===== config.mk =====
export PLATFORM = sky130hd
export DESIGN_NAME = screen_sequencer
export DESIGN_NICKNAME = d
export VERILOG_FILES = /design/src/rtl/screen_sequencer.sv
export SDC_FILE = /design/constraint.sdc
export NUM_CORES = 1
export LEC_CHECK = 0
export ABC_AREA = 1
export BUFFER_PORTS_ARGS = -buffer_cell sky130_fd_sc_hd__buf_2
export CAP_MARGIN = 15
export CORE_ASPECT_RATIO = 1.2
export CORE_UTILIZATION = 45
export CTS_CLUSTER_DIAMETER = 100
export DETAILED_ROUTE_END_ITERATION = 12
export GPL_TIMING_DRIVEN = 0
export HOLD_SLACK_MARGIN = 0.03
export PLACE_DENSITY = 0.61
export REMOVE_ABC_BUFFERS = 1
export SETUP_SLACK_MARGIN = 0.4
export SLEW_MARGIN = 20
export SYNTH_ARGS = -nofsm -noshare
export SYNTH_HDL_FRONTEND = slang
export SYNTH_SLANG_ARGS = --single-unit

===== constraint.sdc =====
create_clock -name clk -period 3.1 [get_ports clk]
set_input_delay 0.155 -clock clk [delete_from_list [all_inputs] [get_ports clk]]
set_output_delay 0.155 -clock clk [all_outputs]
set_load 0.05 [all_outputs]

===== src/rtl/screen_sequencer.sv =====
// Screen sequencer: blanked NEXT/PREV/JUMP/BACK navigation between screens.
// Define SCREEN_HISTORY_EN for a HIST_DEPTH-deep BACK stack instead of a toggle.
module screen_sequencer #(
  parameter int NUM_SCREENS  = 4,
  parameter int IDX_W        = 2,
  parameter int TRANS_FRAMES = 8,
  parameter int WRAP         = 0,
  parameter int HIST_DEPTH   = 4
) (
  input  logic             clk,
  input  logic             rst,
  input  logic             frame_tick,
  input  logic             cmd_valid,
  output logic             cmd_ready,
  input  logic [1:0]       cmd_op,
  input  logic [IDX_W-1:0] cmd_target,
  output logic [IDX_W-1:0] screen,
  output logic             blank,
  output logic             screen_changed,
  output logic             cmd_error
);

  typedef enum logic [1:0] {
    S_IDLE,
    S_BOUT,
    S_SWITCH,
    S_BIN
  } state_t;

  localparam logic [1:0] OP_NEXT = 2'd0;
  localparam logic [1:0] OP_PREV = 2'd1;
  localparam logic [1:0] OP_JUMP = 2'd2;
  localparam logic [1:0] OP_BACK = 2'd3;

  localparam logic [IDX_W-1:0] LAST = IDX_W'(NUM_SCREENS - 1);
  localparam logic [IDX_W-1:0] ONE  = IDX_W'(1);
  localparam logic [IDX_W:0]   NS   = (IDX_W + 1)'(NUM_SCREENS);
  localparam logic [7:0] TF_LAST =
    (TRANS_FRAMES == 0) ? 8'd0 : 8'(TRANS_FRAMES - 1);

  state_t           state_q, state_d;
  logic [7:0]       cnt_q, cnt_d;
  logic [IDX_W-1:0] screen_q, screen_d;
  logic [IDX_W-1:0] dest_q, dest_d;
  logic             blank_q, blank_d;
  logic             chg_q, chg_d;
  logic             err_q, err_d;

  logic [IDX_W-1:0] dest;
  logic             legal;
  logic             tick_done;
  logic             hist_vld;
  logic [IDX_W-1:0] hist_top;

`ifdef SCREEN_HISTORY_EN
  localparam int HC_W = $clog2(HIST_DEPTH + 1);
  localparam logic [HC_W-1:0] HFULL = HC_W'(HIST_DEPTH);

  logic [IDX_W-1:0] hist_q [HIST_DEPTH];
  logic [IDX_W-1:0] hist_d [HIST_DEPTH];
  logic [HC_W-1:0]  hcnt_q, hcnt_d;
  logic             back_q, back_d;

  assign hist_vld = (hcnt_q != '0);
  assign hist_top = hist_q[0];
`else
  logic [IDX_W-1:0] prev_q, prev_d;
  logic             pvld_q, pvld_d;
  logic             unused_cfg;

  assign hist_vld   = pvld_q;
  assign hist_top   = prev_q;
  assign unused_cfg = ^HIST_DEPTH;
`endif

  assign cmd_ready      = (state_q == S_IDLE);
  assign screen         = screen_q;
  assign blank          = blank_q;
  assign screen_changed = chg_q;
  assign cmd_error      = err_q;

  // Destination and legality of the offered command
  always_comb begin
    dest  = screen_q;
    legal = 1'b0;
    unique case (cmd_op)
      OP_NEXT: begin
        if (screen_q == LAST) begin
          legal = (WRAP != 0);
          dest  = '0;
        end else begin
          legal = 1'b1;
          dest  = screen_q + ONE;
        end
      end
      OP_PREV: begin
        if (screen_q == '0) begin
          legal = (WRAP != 0);
          dest  = LAST;
        end else begin
          legal = 1'b1;
          dest  = screen_q - ONE;
        end
      end
      OP_JUMP: begin
        legal = ({1'b0, cmd_target} < NS);
        dest  = cmd_target;
      end
      OP_BACK: begin
        legal = hist_vld;
        dest  = hist_top;
      end
      default: ;
    endcase
  end

  assign tick_done = (TRANS_FRAMES == 0) ||
                     (frame_tick && (cnt_q == TF_LAST));

  always_comb begin
    state_d  = state_q;
    cnt_d    = cnt_q;
    screen_d = screen_q;
    dest_d   = dest_q;
    blank_d  = blank_q;
    chg_d    = 1'b0;
    err_d    = 1'b0;
`ifdef SCREEN_HISTORY_EN
    hist_d   = hist_q;
    hcnt_d   = hcnt_q;
    back_d   = back_q;
`else
    prev_d   = prev_q;
    pvld_d   = pvld_q;
`endif
    unique case (state_q)
      S_IDLE: begin
        if (cmd_valid) begin
          if (!legal) begin
            err_d = 1'b1;
          end else if (dest != screen_q) begin
            state_d = S_BOUT;
            blank_d = 1'b1;
            cnt_d   = '0;
            dest_d  = dest;
`ifdef SCREEN_HISTORY_EN
            back_d  = (cmd_op == OP_BACK);
`endif
          end
        end
      end
      S_BOUT: begin
        if (tick_done) begin
          state_d = S_SWITCH;
          cnt_d   = '0;
        end else if (frame_tick) begin
          cnt_d = cnt_q + 8'd1;
        end
      end
      S_SWITCH: begin
        state_d  = S_BIN;
        cnt_d    = '0;
        screen_d = dest_q;
        chg_d    = 1'b1;
`ifdef SCREEN_HISTORY_EN
        if (back_q) begin
          for (int i = 0; i < HIST_DEPTH - 1; i++)
            hist_d[i] = hist_q[i+1];
          hist_d[HIST_DEPTH-1] = '0;
          hcnt_d = hcnt_q - 1'b1;
        end else begin
          // Full stack shifts the oldest entry out the bottom
          for (int i = 1; i < HIST_DEPTH; i++)
            hist_d[i] = hist_q[i-1];
          hist_d[0] = screen_q;
          if (hcnt_q != HFULL)
            hcnt_d = hcnt_q + 1'b1;
        end
`else
        prev_d = screen_q;
        pvld_d = 1'b1;
`endif
      end
      S_BIN: begin
        if (tick_done) begin
          state_d = S_IDLE;
          blank_d = 1'b0;
          cnt_d   = '0;
        end else if (frame_tick) begin
          cnt_d = cnt_q + 8'd1;
        end
      end
      default: state_d = S_IDLE;
    endcase
  end

  always_ff @(posedge clk or posedge rst) begin
    if (rst) begin
      state_q  <= S_IDLE;
      cnt_q    <= '0;
      screen_q <= '0;
      dest_q   <= '0;
      blank_q  <= 1'b0;
      chg_q    <= 1'b0;
      err_q    <= 1'b0;
`ifdef SCREEN_HISTORY_EN
      for (int i = 0; i < HIST_DEPTH; i++)
        hist_q[i] <= '0;
      hcnt_q   <= '0;
      back_q   <= 1'b0;
`else
      prev_q   <= '0;
      pvld_q   <= 1'b0;
`endif
    end else begin
      state_q  <= state_d;
      cnt_q    <= cnt_d;
      screen_q <= screen_d;
      dest_q   <= dest_d;
      blank_q  <= blank_d;
      chg_q    <= chg_d;
      err_q    <= err_d;
`ifdef SCREEN_HISTORY_EN
      hist_q   <= hist_d;
      hcnt_q   <= hcnt_d;
      back_q   <= back_d;
`else
      prev_q   <= prev_d;
      pvld_q   <= pvld_d;
`endif
    end
  end

endmodule


==> Yosys cells after proc, flatten, opt, wreduce, memory -nomap -nowiden <==
Cells that the tools add are included.
{ "totals": {"in_bits": 8, "register_bits": 20} }
{ "op_classes": {"n_eq_ne": 15, "n_addsub": 3, "muxes": 27, "n_reduce_logical": 10} }
{ "ops": {"columns": ["op", "count"], "rows": [
  ["$mux 8", 5],
  ["$pmux 8 s3", 1],
  ["$pmux 2 s4", 2],
  ["$mux 2", 7],
  ["$eq 2x2->1 const B", 5],
  ["$mux 1", 10],
  ["$reduce_and 5->1", 2],
  ["$add 8x1->8 const B", 1],
  ["$eq 8x3->1 const B", 1],
  ["$reduce_and 4->1", 2],
  ["$logic_not 2->1", 3],
  ["$ne 2x2->1 const B", 3],
  ["$eq 2x1->1 const B", 2],
  ["$ne 2x1->1 const B", 2],
  ["$pmux 1 s4", 1],
  ["$ne 3x1->1 const B", 1],
  ["$add 2x1->2 const B", 1],
  ["$ne 2x2->1", 1],
  ["$pmux 1 s2", 1],
  ["$reduce_bool 2->1", 1],
  ["$reduce_or 2->1", 1],
  ["$sub 2x1->2 const B", 1],
  ["$logic_and 1x1->1", 1]
]} }

==> Longest topological paths before layout <==
Gate-level depths: netlist of the first run.
{ "depth": {"ltp_word": 8, "depth_mapped": 13, "ltp_nobuf": 12} }

==> Worst setup path after synthesis of the first run <==
Ideal clock, no wire load.
{ "synth_timing": {"path_kind": "reg2reg", "startpoint": "reg screen_q[0] (netlist: screen[0])", "endpoint": "reg cnt_q[5]", "path_slack_ns": 0.973, "arrival_ns": 2.009, "required_time_ns": 2.982, "n_path_buf": 1, "stages_incl_launch_ff": 11, "path_cell_list": "dfrtp_1 inv_1 ha_1 or2_1 nand3_1 nand2_2 nand4_4 nand3_4 buf_12 nand2_2 o21ai_2"} }
{ "synth_between": {"elab_chain_cells": 6, "elab_cells_between_ends": 14, "cone_classes": "add/sub (2); eq/ne (4); mux (6); reduce/logical (2)"} }
{ "synth_lines": {"columns": ["item", "line", "source"], "rows": [
  ["from (decl)", "43", "logic [IDX_W-1:0] screen_q, screen_d;"],
  ["from (signal assigned)", "218", "screen_q <= screen_d;"],
  ["$sub 2x1->2 (tied with other cells)", "102", "dest = screen_q - ONE;"],
  ["$mux 2 (on tied branches)", "97, 88", null],
  ["$pmux 2 s4", "86", "unique case (cmd_op)"],
  ["$ne 2x2->1", "141", "end else if (dest != screen_q) begin"],
  ["$ne 2x1->1 (no line)", null, null],
  ["$reduce_and 4->1 (no line) (*)", null, null],
  ["to (signal assigned)", "217", "cnt_q <= cnt_d;"],
  ["to (decl)", "42", "logic [7:0] cnt_q, cnt_d;"]
]} }
Mark *: on every way between the ends. The rest lies on a longest branch, timed or not.
A chain may end at the register's enable or synchronous reset.

==> Worst setup path in the final report of the first run <==
{ "layout_timing": {"startpoint": "reg screen_q[0] (netlist: screen[0])", "endpoint": "reg cnt_q[7]"} }
The elaborated chain is that of the path after synthesis.

==> results summary, run 1 <==
The class of the worst hold path is in2reg. The total track usage is 18.4%. Clock skew on the completed layout was measured at 0.00881 ns. The pin count of the biggest net entering global routing came out at 21. The first global-routing pass estimated 4080 um of wire.

The sum of negative setup slack is 0 ns. The share of the synthesized area in the top cell type came out at 39.9%. For met2 alone, demand over resource in global routing was 34.7%. Port buffering added 13 buffers. The final hold violation count is 0. The total power came out at 1.22 mW. For this run, the number of Yosys warnings is 0. The achievable frequency came out at 0.521 GHz. The most instantiated flip-flop cell in the synthesis netlist is sky130_fd_sc_hd__dfrtp_1. Along the worst path, the maximum fanout reaches 16. In the final design database the tool counted 189 nets. The DRC violation count after routing is 0. The number of nets with antenna violations after routing is 0.

The latest clock arrival within the worst-skew pair is 0.31 ns. The number of antenna cells inserted is 0. STA classifies the critical path endpoint as a flip-flop.

Sorting the synthesized cells by how often they occur yields sky130_fd_sc_hd__nand2_1 (35), sky130_fd_sc_hd__inv_1 (22), sky130_fd_sc_hd__dfrtp_1 (20). After clock tree synthesis, the setup repair step added 0 buffers. In the final routed layout, each cell accounts on average for 11.4 um.

The clock transition time at the flip-flop clock pins of the worst setup and hold paths is 0.11 ns. After synthesis, the netlist uses 23 different library cells. The number of buffers added by the clock tree synthesis step came out at 3.

The CTS H-tree depth is 1. The register area share after synthesis came out at 39.9%. The summed instance area of the synthesized netlist came out at 1250 um^2.

The count of max-cap constraint violations came out at 0. The area growth from synthesis to layout is 11.9%. The clock drives 20 sinks. The final period demand of the worst path is 1.92 ns. In the post-synthesis netlist, the biggest area contributors are sky130_fd_sc_hd__dfrtp_1 (40%), sky130_fd_sc_hd__nand2_1 (10%), sky130_fd_sc_hd__ha_1 (7.0%). The first detailed-routing pass ran for 4 iterations. The synthesized flop and latch total is 20. The run finished with clean final reports. The count of flip-flops with a built-in enable after synthesis is 0. The die width came out at 50.2 um.

The number of global-route vias before repair is 981. The height of the chip is 59.8 um. Setup repair after global routing left no endpoint under its margin.

In the synthesized netlist the async set-or-reset flop fraction comes to 100%. The mean area per synthesized cell came out at 8.04 um^2. The global-route met3 utilization came out at 3.05%. The initial antenna violation count came to 0. The total count of max-transition violations in the final report came out at 0. The maximum buffer depth of the clock tree is 2.

The cell count after synthesis came out at 156. The maximum single-stage delay on the critical path is 0.43 ns. Walking the worst path, the cells encountered are inv_1, ha_1, nand2_1, nand2_1, nand3_1, nand2_1, nand2_1, nand2_2, nand4_4, nand3_4, nand2_1, o21ai_2. TritonCTS built the clock tree.

The overall via count from detail_route came out at 1031. The relative slew slack came out at 48.3%. Summed over all layers, the routed wires come to 2350 um.

The initial utilization of the core area, before any placement, comes to 48.6%. Pin placement for this block handled 14 I/O pins. The iteration-0 DRC count of the detailed router came out at 13.

The arrival time of data at the critical path endpoint is 2.12 ns. The mean number of vias per cell came out at 5.00. STA puts the critical path data required time at 3.30 ns.

The transition time at the pin with the least slew margin came out at 0.774 ns. For this run, global-route usage on met1 was measured as 19.5%. Summed over all cells, the static leakage comes to 0.724 nW. The die footprint came out at 3000 um^2. The buffer cell driving the clock tree root is sky130_fd_sc_hd__clkbuf_4. The residual overflow from global routing came out at 0. Among all cell types in the netlist, the one instantiated most often is sky130_fd_sc_hd__nand2_1.

The number of setup violations in the final report came out at 0. The weighted congestion at the end of routability-driven global placement came out at 0.829. Of the available clock period, the critical path in the final layout requires 61.9%.

Counting stages on the worst path, the most repeated cell is sky130_fd_sc_hd__nand2_1. met2 is the most crowded layer. The worst setup path is of the reg2reg kind. The leading area contributor after synthesis is sky130_fd_sc_hd__dfrtp_1. The post-cts repair resize count came out at 0. The standard-cell row count is 20. The share of cells above drive strength 1 came out at 19.7%. Dividing total power by cell area gives a power density of 870 nW/um^2. On the critical path, the stage with the largest delay is an instance of sky130_fd_sc_hd__dfrtp_1. The total core area is 2580 um^2. The maximum VDD drop came out at 0.348 mV. STA classifies the critical path startpoint as a flip-flop.

Once detailed placement completed, the half-perimeter wirelength came to 1800 um.
## power breakdown
part / switching (mW) / leakage [nW] / internal, mW
registers: 0.0473 / 0.260 / 0.331
clock network: 0.0865 / 0.0279 / 0.131
logic: 0.445 / 0.436 / 0.181
## layer usage
layer  routed length [um]  vias up
met5                    0        -
met3                   57        5
met1                 1070      470
met2                 1170       17
li1                     -      539
met4                   51        0
## through the flow
step | area, um^2 | instances | hold WS, ns | util, % | worst slack [ns]
5_1_grt | 1400 | 206 | 0.123 | 54.4 | 0.974
3_5_place_dp | 1340 | 201 | 0.346 | 52.0 | 1.16
6_report | 1400 | 206 | 0.103 | 54.4 | 1.18
4_1_cts | 1400 | 206 | 0.0920 | 54.4 | 1.14
3_3_place_gp | 1340 | 201 | 0.324 | 52.0 | 1.20
2_1_floorplan | 1230 | 155 | 0.119 | - | 0.969
## registers in the layout, summed over array words and instances (netlist names)
signal,cells
blank,1
cmd_error,1
cnt_q,8
dest_q,2
hist_top,2
hist_vld,1
screen,2
screen_changed,1
state_q,2
## kinds of logic (layout without fill, tap and decap cells)
kind of cell	count (synthesis)	count (layout)	share of synthesized area (%)
buf+inv	25	42	8.98
flops	20	20	39.9
compound gates	21	21	10.8
fa+ha+maj	7	7	6.99
simple gates	82	82	32.6
xor+xnor	1	1	0.699
## worst max-delay path: cells and delay by family, from the launching register on
kind | cells | cell delay [ns]
adder cells (fa/ha/maj) | 1 | 0.32
flip-flops | 1 | 0.43
AO/OA/AOI/OAI | 1 | 0.06
AND/OR/NAND/NOR | 9 | 0.87
buffers and inverters | 1 | 0.13
## path summary, 6_finish.rpt
check / to / cells past startpoint / slack [ns] / startpoint
max reg2reg: cnt_q[7] / 12 / 1.18 / screen[0]
min: cmd_error / 3 / 0.10 / cmd_valid
max: cnt_q[7] / 12 / 1.18 / screen[0]
max in group asynchronous: state_q[0] / 3 / 2.10 / rst
min reg2reg: blank / 2 / 0.48 / blank
min in group asynchronous: hist_top[0] / 3 / 0.51 / rst
## placed cells by master (no fill, tap or decap)
| cell | n |
|---|---|
| sky130_fd_sc_hd__or2_2 | 1 |
| sky130_fd_sc_hd__nand4_4 | 1 |
| sky130_fd_sc_hd__dlygate4sd3_1 | 1 |
| sky130_fd_sc_hd__a21oi_1 | 4 |
| sky130_fd_sc_hd__buf_2 | 13 |
| sky130_fd_sc_hd__inv_1 | 22 |
| sky130_fd_sc_hd__nor3_2 | 1 |
| sky130_fd_sc_hd__ha_1 | 7 |
| sky130_fd_sc_hd__nand4_1 | 5 |
| sky130_fd_sc_hd__nand2_2 | 2 |
| sky130_fd_sc_hd__nand2_4 | 1 |
| sky130_fd_sc_hd__inv_2 | 1 |
| sky130_fd_sc_hd__nand2_1 | 35 |
| sky130_fd_sc_hd__o21ai_2 | 8 |
| sky130_fd_sc_hd__o21ai_0 | 9 |
| sky130_fd_sc_hd__or2_1 | 1 |
| sky130_fd_sc_hd__bufinv_16 | 1 |
| sky130_fd_sc_hd__inv_4 | 1 |
| sky130_fd_sc_hd__nor3_1 | 3 |
| sky130_fd_sc_hd__clkbuf_4 | 3 |
| sky130_fd_sc_hd__nand3_1 | 15 |
| sky130_fd_sc_hd__nand3_4 | 1 |
| sky130_fd_sc_hd__nor2_1 | 13 |
| sky130_fd_sc_hd__xor2_1 | 1 |
| sky130_fd_sc_hd__dfrtp_1 | 20 |
| sky130_fd_sc_hd__nand3b_1 | 3 |
## what timing repair did
action,4_1_cts,5_1_grt
endpoints found under the setup margin,0,0
hold buffers,1,0
endpoints found under the hold margin,20,0
## layout make-up
class / count / area [um^2]
fillers: 249 / 1170
multi-input cells: 111 / 641
flip-flops and latches: 20 / 500
inverters: 24 / 92.6
repair buffers: 14 / 75.1
well taps: 33 / 41.3
clock inverters: 1 / 30.0
clock buffers: 3 / 22.5
Note: power is estimated with default switching activity, not from simulation.
==> inputs of run 2 (changes only) <==
- ABC_AREA: 1 -> 0
- PLACE_DENSITY: 0.61 -> 0.63
- clock period: 3.1 -> 1.5 ns (I/O delays scaled with it)
==> run 2 against run 1 <==
The flow now finishes with violations (setup timing). Hold slack improved by 0.078 ns. Worst setup slack worse by 1.9 ns. Register-to-register slack lost 1.9 ns. Combinational power grew to 4.0 times the previous value. Core utilization increased by 17 points. Largest cell class unchanged.
==> results summary, run 2 <==
The run finished, with violations left. The final reports fail on setup timing. The destination of the worst register-to-register timing path is cnt_q[0]. The overall via count from detail_route came out at 1147 (+11%). The total core area is 2630 um^2 (+1.9%).

The largest total area in the synthesized netlist belongs to sky130_fd_sc_hd__dfrtp_1. The register area share after synthesis came to 38.6% (-1.3 points). The die width came out at 51.0 um (+1.7%). The leakage dissipation is 0.816 nW (+13%). The total track usage came to 22.3% (+3.8 points). The met2 global-route usage was 42.3% (+7.6 points). The clock transition time at the flip-flop clock pins of the worst setup and hold paths came out at 0.12 ns (about the same). The top cell types in the final layout, fill and taps aside, are sky130_fd_sc_hd__dfrtp_1 (20), sky130_fd_sc_hd__buf_4 (20), sky130_fd_sc_hd__nand2_1 (10), sky130_fd_sc_hd__buf_2 (10), sky130_fd_sc_hd__o21ai_2 (7). The TritonCTS clock tree is yes. Walking the worst path, the cells encountered are inv_2, ha_4, nand2b_4, a311o_1, and4b_4, a221oi_4, or2_4, mux2_4. The pin count of the biggest net entering global routing is 21 (unchanged). The number of search-and-repair iterations in the first detailed-routing pass is 4 (unchanged). The iteration-0 DRC count of the detailed router came out at 7 (-6).

The standard-cell row count came out at 20 (unchanged). Setup repair after global routing could not meet its margin everywhere. The gate count of the mapped netlist was 131 (-16%).

By startpoint and endpoint, the worst setup path is classified as reg2reg. The global-route met3 utilization came out at 2.76% (-0.30 points). The final worst clock skew is 0.00479 ns (-0.00402 ns). The worst hold path terminates at cnt_q[2].

The achievable frequency came to 0.445 GHz (-15%). The weighted congestion at the end of routability-driven global placement came out at 0.721 (-13%). The effective utilization at floorplan came out at 49.4% (+0.74 points). The CTS H-tree depth is 1 (unchanged). Among all flip-flop cells after synthesis, the most frequent one is sky130_fd_sc_hd__dfrtp_1. The number of cells on the worst reg-to-reg path came out at 8 (-4). The DRC violation count after routing is 0 (unchanged). The worst hold path begins at frame_tick. The flip-flop count of the largest register, all copies and words added came out at 8 (unchanged). The kind of start point of the critical path is a flip-flop. The latest clock arrival within the worst-skew pair is 0.31 ns (about the same). The flop-to-flop setup slack is -0.75 ns (-1.93 ns). The maximum VDD drop came out at 1.29 mV (+270%). The number of nets with antenna violations after routing is 0 (unchanged). The number of antenna cells inserted is 0 (unchanged). The synthesized flop and latch total is 20 (unchanged). The arrival time of data at the critical path endpoint is 2.45 ns (+0.33 ns). The relative slew slack came out at 68.5% (+20 points).

The critical path data required time came to 1.70 ns (-1.60 ns). The total count of max-transition violations in the final report is 0 (unchanged). The total power is 3.79 mW (+210%). The standard cell area after detailed placement came out at 1370 um^2 (+2.4%).

The die footprint came out at 3100 um^2 (+3.4%). The transition time at the pin with the least slew margin is 0.472 ns (-0.302 ns). The slack of the critical path is -0.749 ns (-1.93 ns). The mean area per synthesized cell is 9.90 um^2 (+23%).

The maximum buffer depth of the clock tree came to 2 (unchanged). The count of flip-flops with a built-in enable after synthesis is 0 (unchanged). The final instance area is 1870 um^2 (+33%). More flip-flops sit in one register than any other, and that register is cnt_q. The number of library cell types mapped by synthesis is 45 (+96%). The tree is rooted in a sky130_fd_sc_hd__clkbuf_4. The maximum single-stage delay on the critical path is 0.41 ns (-0.02 ns).

The number of setup violations in the final report is 13 (+13). The wire length reported by the detailed router is 3270 um (+39%). The count of input and output buffers came out at 13 (unchanged). The busiest metal layer after global routing is met2.

The ratio of final minimum period to clock period was 150% (+88 points). The residual overflow from global routing came out at 0 (unchanged). The global-route wire length before repair came out at 5090 um (+25%). The share of flip-flops with an asynchronous set or reset after synthesis is 100% (unchanged). The initial antenna violation count came out at 0 (unchanged).

STA classifies the critical path endpoint as a flip-flop. The count of max-cap constraint violations came out at 0 (unchanged). By area the synthesized netlist is led by sky130_fd_sc_hd__dfrtp_1 (39%), sky130_fd_sc_hd__ha_1 (6.8%), sky130_fd_sc_hd__o21ai_0 (5.0%). The count of clock tree sinks is 20 (unchanged). The final hold violation count came out at 0 (unchanged).

The final-stage net count is 186 (-1.6%). The share of the synthesized area in the top cell type came out at 38.6% (-1.3 points). The cell with the largest stage delay on the worst path is sky130_fd_sc_hd__dfrtp_1. The area growth from synthesis to layout is 44.1%. The mean number of vias per cell is 5.65 (+13%). The worst hold path depth came out at 3 (unchanged). The HPWL after detailed placement came out at 1830 um (+1.5%). The summed instance area of the synthesized netlist came out at 1300 um^2 (+3.5%). The height of the chip came out at 60.8 um (+1.7%). The number of warnings reported in the yosys synthesis log is 0 (unchanged). Sorting the synthesized cells by how often they occur yields sky130_fd_sc_hd__dfrtp_1 (20), sky130_fd_sc_hd__o21ai_0 (13), sky130_fd_sc_hd__nand2_1 (10). The number of buffers added by the clock tree synthesis step is 3 (unchanged). The biggest fanout along the worst timing path was 3 (-13). The number of ports placed on the die boundary is 14 (unchanged). The most common cell in the synthesized netlist is sky130_fd_sc_hd__dfrtp_1. The number of global-route vias before repair is 1176 (+20%). The met1 routing resource usage after global routing came out at 23.5% (+4.1 points). The mean routed wirelength per cell is 16.1 um (+41%). The power density of the placed cells came out at 2030 nW/um^2 (+130%). In this run the worst hold path is classified as in2reg. The share of cells above drive strength 1 is 52.9% (+33 points). The final period demand of the worst path is 2.25 ns (+0.330 ns). The reg-to-reg critical path startpoint is screen[0].
==> run 2: cell types whose count changed after synthesis, moves of 4 or more <==
cell                       change
sky130_fd_sc_hd__nand3_1      -11
sky130_fd_sc_hd__inv_1        -14
sky130_fd_sc_hd__nand2_1      -25
sky130_fd_sc_hd__nor2_1        -6
sky130_fd_sc_hd__o21ai_2       -8
sky130_fd_sc_hd__o21ai_0       +4
sky130_fd_sc_hd__nand2b_1      +5
==> run 2: through the flow <==
stage               TNS, ns  cells  util [%]  hold slack (ns)  worst slack (ns)
floorplan            -13.45    126         -           0.0388             -1.28
global placement     -11.88    172      52.2            0.237             -1.18
detailed placement   -12.55    172      52.2            0.239             -1.22
CTS                   -8.17    198      66.4            0.170            -0.708
global route          -9.64    203      71.1            0.172            -0.815
finish                -8.58    203      71.1            0.180            -0.749
==> run 2: where the power goes <==
| part | internal [mW] | total, mW | switching (mW) |
|---|---|---|---|
| Sequential | 0.697 | 0.822 | 0.125 |
| Clock | 0.270 | 0.445 | 0.175 |
| Combinational | 1.20 | 2.52 | 1.33 |
| Total | 2.17 | 3.79 | 1.63 |
==> run 2: kinds of logic after synthesis <==
group	synth area share (%)
and+or+nand+nor	25.6
AOI/OAI and AO/OA	18.1
DFF	38.6
buffers and inverters	4.73
adders and majority gates	6.75
muxes	6.27
==> run 2: what timing repair did <==
action / CTS / global route
endpoints found under the hold margin: 21 / 0
hold buffers: 2 / 0
setup buffers: 20 / 5
setup endpoints to repair: 22 / 27
resized for setup: 44 / 24
pin swaps: 13 / 15
cloned: 0 / 0
==> run 2: area by class of cell <==
class	count	area, um^2
Multi-Input combinational cell	98	923
Fill cell	202	758
Sequential cell	20	500
Timing Repair Buffer	40	318
Tap cell	33	41.3
Inverter	8	33.8
Clock inverter	1	30.0
Clock buffer	3	22.5
==> run 2: worst max path at each step <==
stage	start	to	slack, ns	cells after the start
floorplan	screen[0]	cnt_q[0]	-1.28	8
global placement	screen[0]	cnt_q[0]	-1.18	8
detailed placement	screen[0]	cnt_q[0]	-1.22	8
CTS	screen[0]	cnt_q[0]	-0.71	8
global route	screen[0]	cnt_q[4]	-0.81	9
finish	screen[0]	cnt_q[0]	-0.75	8
==> run 2: layer usage <==
| metal | share of wire, % | wire, um |
|---|---|---|
| met5 | 0 | 0 |
| met3 | 1.7 | 57 |
| met4 | 3.6 | 119 |
| met1 | 39 | 1260 |
| met2 | 56 | 1830 |
==> run 2: worst max-delay path: cells and delay by family (launching register included) <==
kind	cells	cell delay [ns]
buf+inv	1	0.09
mux	1	0.29
compound gates	2	0.71
simple gates	3	0.47
fa+ha+maj	1	0.17
flops	1	0.41
==> inputs of run 3 (changes only) <==
- RECOVER_POWER: unset -> 100
- SLEW_MARGIN: 20 -> unset
==> run 3 against run 2 <==
The run still ends with setup timing left. Core utilization shrank 1.9 points. Hold slack lost 0.0035 ns. Power shrank 3.4%. Clock power is essentially flat. Register-to-register slack is essentially flat. First-iteration DRC count grew 43%. Global-route usage is the same. Routed wire length grew 0.15%. Fmax grew 0.16%. Die area is the same. Combinational power shrank 5%. Largest cell class unchanged. Highest routed layer unchanged.
==> results summary, run 3 (synthesis results as in run 2) <==
Setup repair after global routing could not meet its margin everywhere. The die width is 51.0 um (unchanged). The mean routed wirelength per cell is 16.1 um (+0.15%).

The pin count of the biggest net entering global routing came to 21 (unchanged). The DRC violation count after routing is 0 (unchanged). The flip-flop count of the largest register, all copies and words added came out at 8 (unchanged). The top cell types in the final layout, fill and taps aside, are sky130_fd_sc_hd__dfrtp_1 (20), sky130_fd_sc_hd__buf_4 (20), sky130_fd_sc_hd__nand2_1 (10). The overall via count from detail_route is 1156 (+0.78%). The HPWL after detailed placement is 1830 um (unchanged). The number of global-route vias before repair came to 1176 (unchanged). The maximum single-stage delay on the critical path came out at 0.41 ns (about the same). The count of max-cap constraint violations is 0 (unchanged). The transition time at the pin with the least slew margin is 0.897 ns (+0.425 ns). The root buffer cell chosen for the clock tree is sky130_fd_sc_hd__clkbuf_4. The final instance area came out at 1820 um^2 (-2.6%). The residual overflow from global routing is 0 (unchanged). The wire length reported by the detailed router came out at 3270 um (+0.15%). The standard cell area after detailed placement is 1370 um^2 (unchanged). The checks that failed: setup timing. The CTS H-tree depth came out at 1 (unchanged).

The critical path in this run is classified as reg2reg. The maximum VDD drop is 1.27 mV (-1.4%). The utilization of the core after routing was 69.3% (-1.9 points). The share of cells above drive strength 1 is 47.6% (-5.3 points). The largest register by flop count is cnt_q.

The buffers plus inverters on the worst setup path was 1 (unchanged). The flow ran to the end, but the final reports show violations. The count of clock tree sinks came out at 20 (unchanged). TritonCTS built the clock tree. The worst-case hold slack was 0.177 ns (-0.00349 ns). The area growth from synthesis to layout is 40.3%. The number of search-and-repair iterations in the first detailed-routing pass is 4 (unchanged). The standard-cell row count came to 20 (unchanged). The biggest fanout along the worst timing path came to 3 (unchanged). The number of antenna cells inserted is 0 (unchanged). The ratio of final minimum period to clock period came out at 150% (-0.25 points).

The final worst clock skew is 0.00497 ns (+0.000180 ns). The worst setup path is captured at a flip-flop. The reg-to-reg critical path startpoint is screen[0].

The number of cells after detailed placement is 172 (unchanged). The start point of the critical path is screen[0]. The relative slew slack was 39.9% (-29 points). The number of ports placed on the die boundary was 14 (unchanged). The slack of the critical path came out at -0.745 ns (+0.00369 ns). The cell with the largest stage delay on the worst path is sky130_fd_sc_hd__dfrtp_1.

The final-stage net count was 186 (unchanged). The number of buffers added by the clock tree synthesis step came out at 3 (unchanged). The power density of the placed cells came out at 2010 nW/um^2 (-0.81%).

The iteration-0 DRC count of the detailed router came out at 10 (+3). The achievable frequency is 0.445 GHz (+0.16%). The launch instance of the worst min-delay path is frame_tick. The total core area is 2630 um^2 (unchanged).

The total power came out at 3.66 mW (-3.4%). The height of the chip is 60.8 um (unchanged). The die footprint is 3100 um^2 (unchanged). The worst setup path is launched from a flip-flop. The latest clock arrival within the worst-skew pair came out at 0.31 ns (about the same). The final hold violation count is 0 (unchanged). The filler-free cell count of the finished design came out at 203 (unchanged). The path class of the tightest hold or removal check is in2reg.

The initial antenna violation count is 0 (unchanged). The sum of negative setup slack came out at -8.55 ns (+0.0228 ns). The mean number of vias per cell came out at 5.69 (+0.78%). The placement-stage worst setup slack came to -1.22 ns (unchanged).

The maximum buffer depth of the clock tree is 2 (unchanged). The final period demand of the worst path came out at 2.25 ns (-0.00369 ns). The clock transition time at the flip-flop clock pins of the worst setup and hold paths came out at 0.12 ns (about the same). The number of nets with antenna violations after routing is 0 (unchanged). Traced cell by cell, the critical path runs through inv_2, ha_4, nand2b_4, a311o_1, and4b_4, a221oi_4, or2_4, mux2_4. The family of cells with the greatest summed delay on the critical path is compound AO/OA/AOI/OAI gates. The number of setup violations in the final report came out at 13 (unchanged). The global-route wire length before repair was 5090 um (unchanged).

The weighted congestion at the end of routability-driven global placement is 0.721 (unchanged). The total track usage is 22.3% (unchanged). The leakage dissipation is 0.796 nW (-2.5%).

The count of input and output buffers came out at 13 (unchanged). The critical path data required time came out at 1.70 ns (about the same). The effective utilization at floorplan is 49.4% (unchanged). The total count of max-transition violations in the final report is 0 (unchanged).

The arrival time of data at the critical path endpoint came out at 2.45 ns (about the same).
[run 3: tightest hold or removal path, cell delays in order]
cell and delay, ns:
sky130_fd_sc_hd__buf_2 0.14, sky130_fd_sc_hd__nand2_1 0.15, sky130_fd_sc_hd__o41ai_2 0.10
[run 3: layout make-up]
type,instances,area (um^2)
clock buffer,3,22.5
clock inverter,1,30.0
fill,215,807
inverter,8,31.3
multi-input combinational,98,888
sequential,20,500
tap,33,41.3
timing repair buffer,40,307
[run 3: repair_timing]
action | in CTS | in global routing
setup buffers | 20 | 5
pin swaps | 13 | 15
gates resized for setup | 44 | 24
endpoints found under the hold margin | 21 | 0
endpoints found under the setup margin | 22 | 27
hold buffers | 2 | 0
[run 3: final timing paths]
path | to | slack (ns) | depth (start not counted)
setup / recovery | cnt_q[0] | -0.75 | 8
hold / removal | cnt_q[2] | 0.18 | 3
setup reg to reg | cnt_q[0] | -0.75 | 8
hold reg to reg | hist_vld | 0.48 | 1
max in group asynchronous | blank | 0.63 | 3
min in group asynchronous | screen_changed | 0.43 | 3
[run 3: layer usage]
metal	track usage, %	wire length [um]
met2	42.3	1830
met1	23.5	1270
met5	0	0
met3	2.76	58
met4	13.1	121
[run 3: report_power, final]
part / internal (mW) / switching [mW] / total, mW / leakage [nW]
clock network: 0.270 / 0.178 / 0.448 / 0.0279
logic: 1.10 / 1.30 / 2.40 / 0.516
registers: 0.697 / 0.115 / 0.812 / 0.252
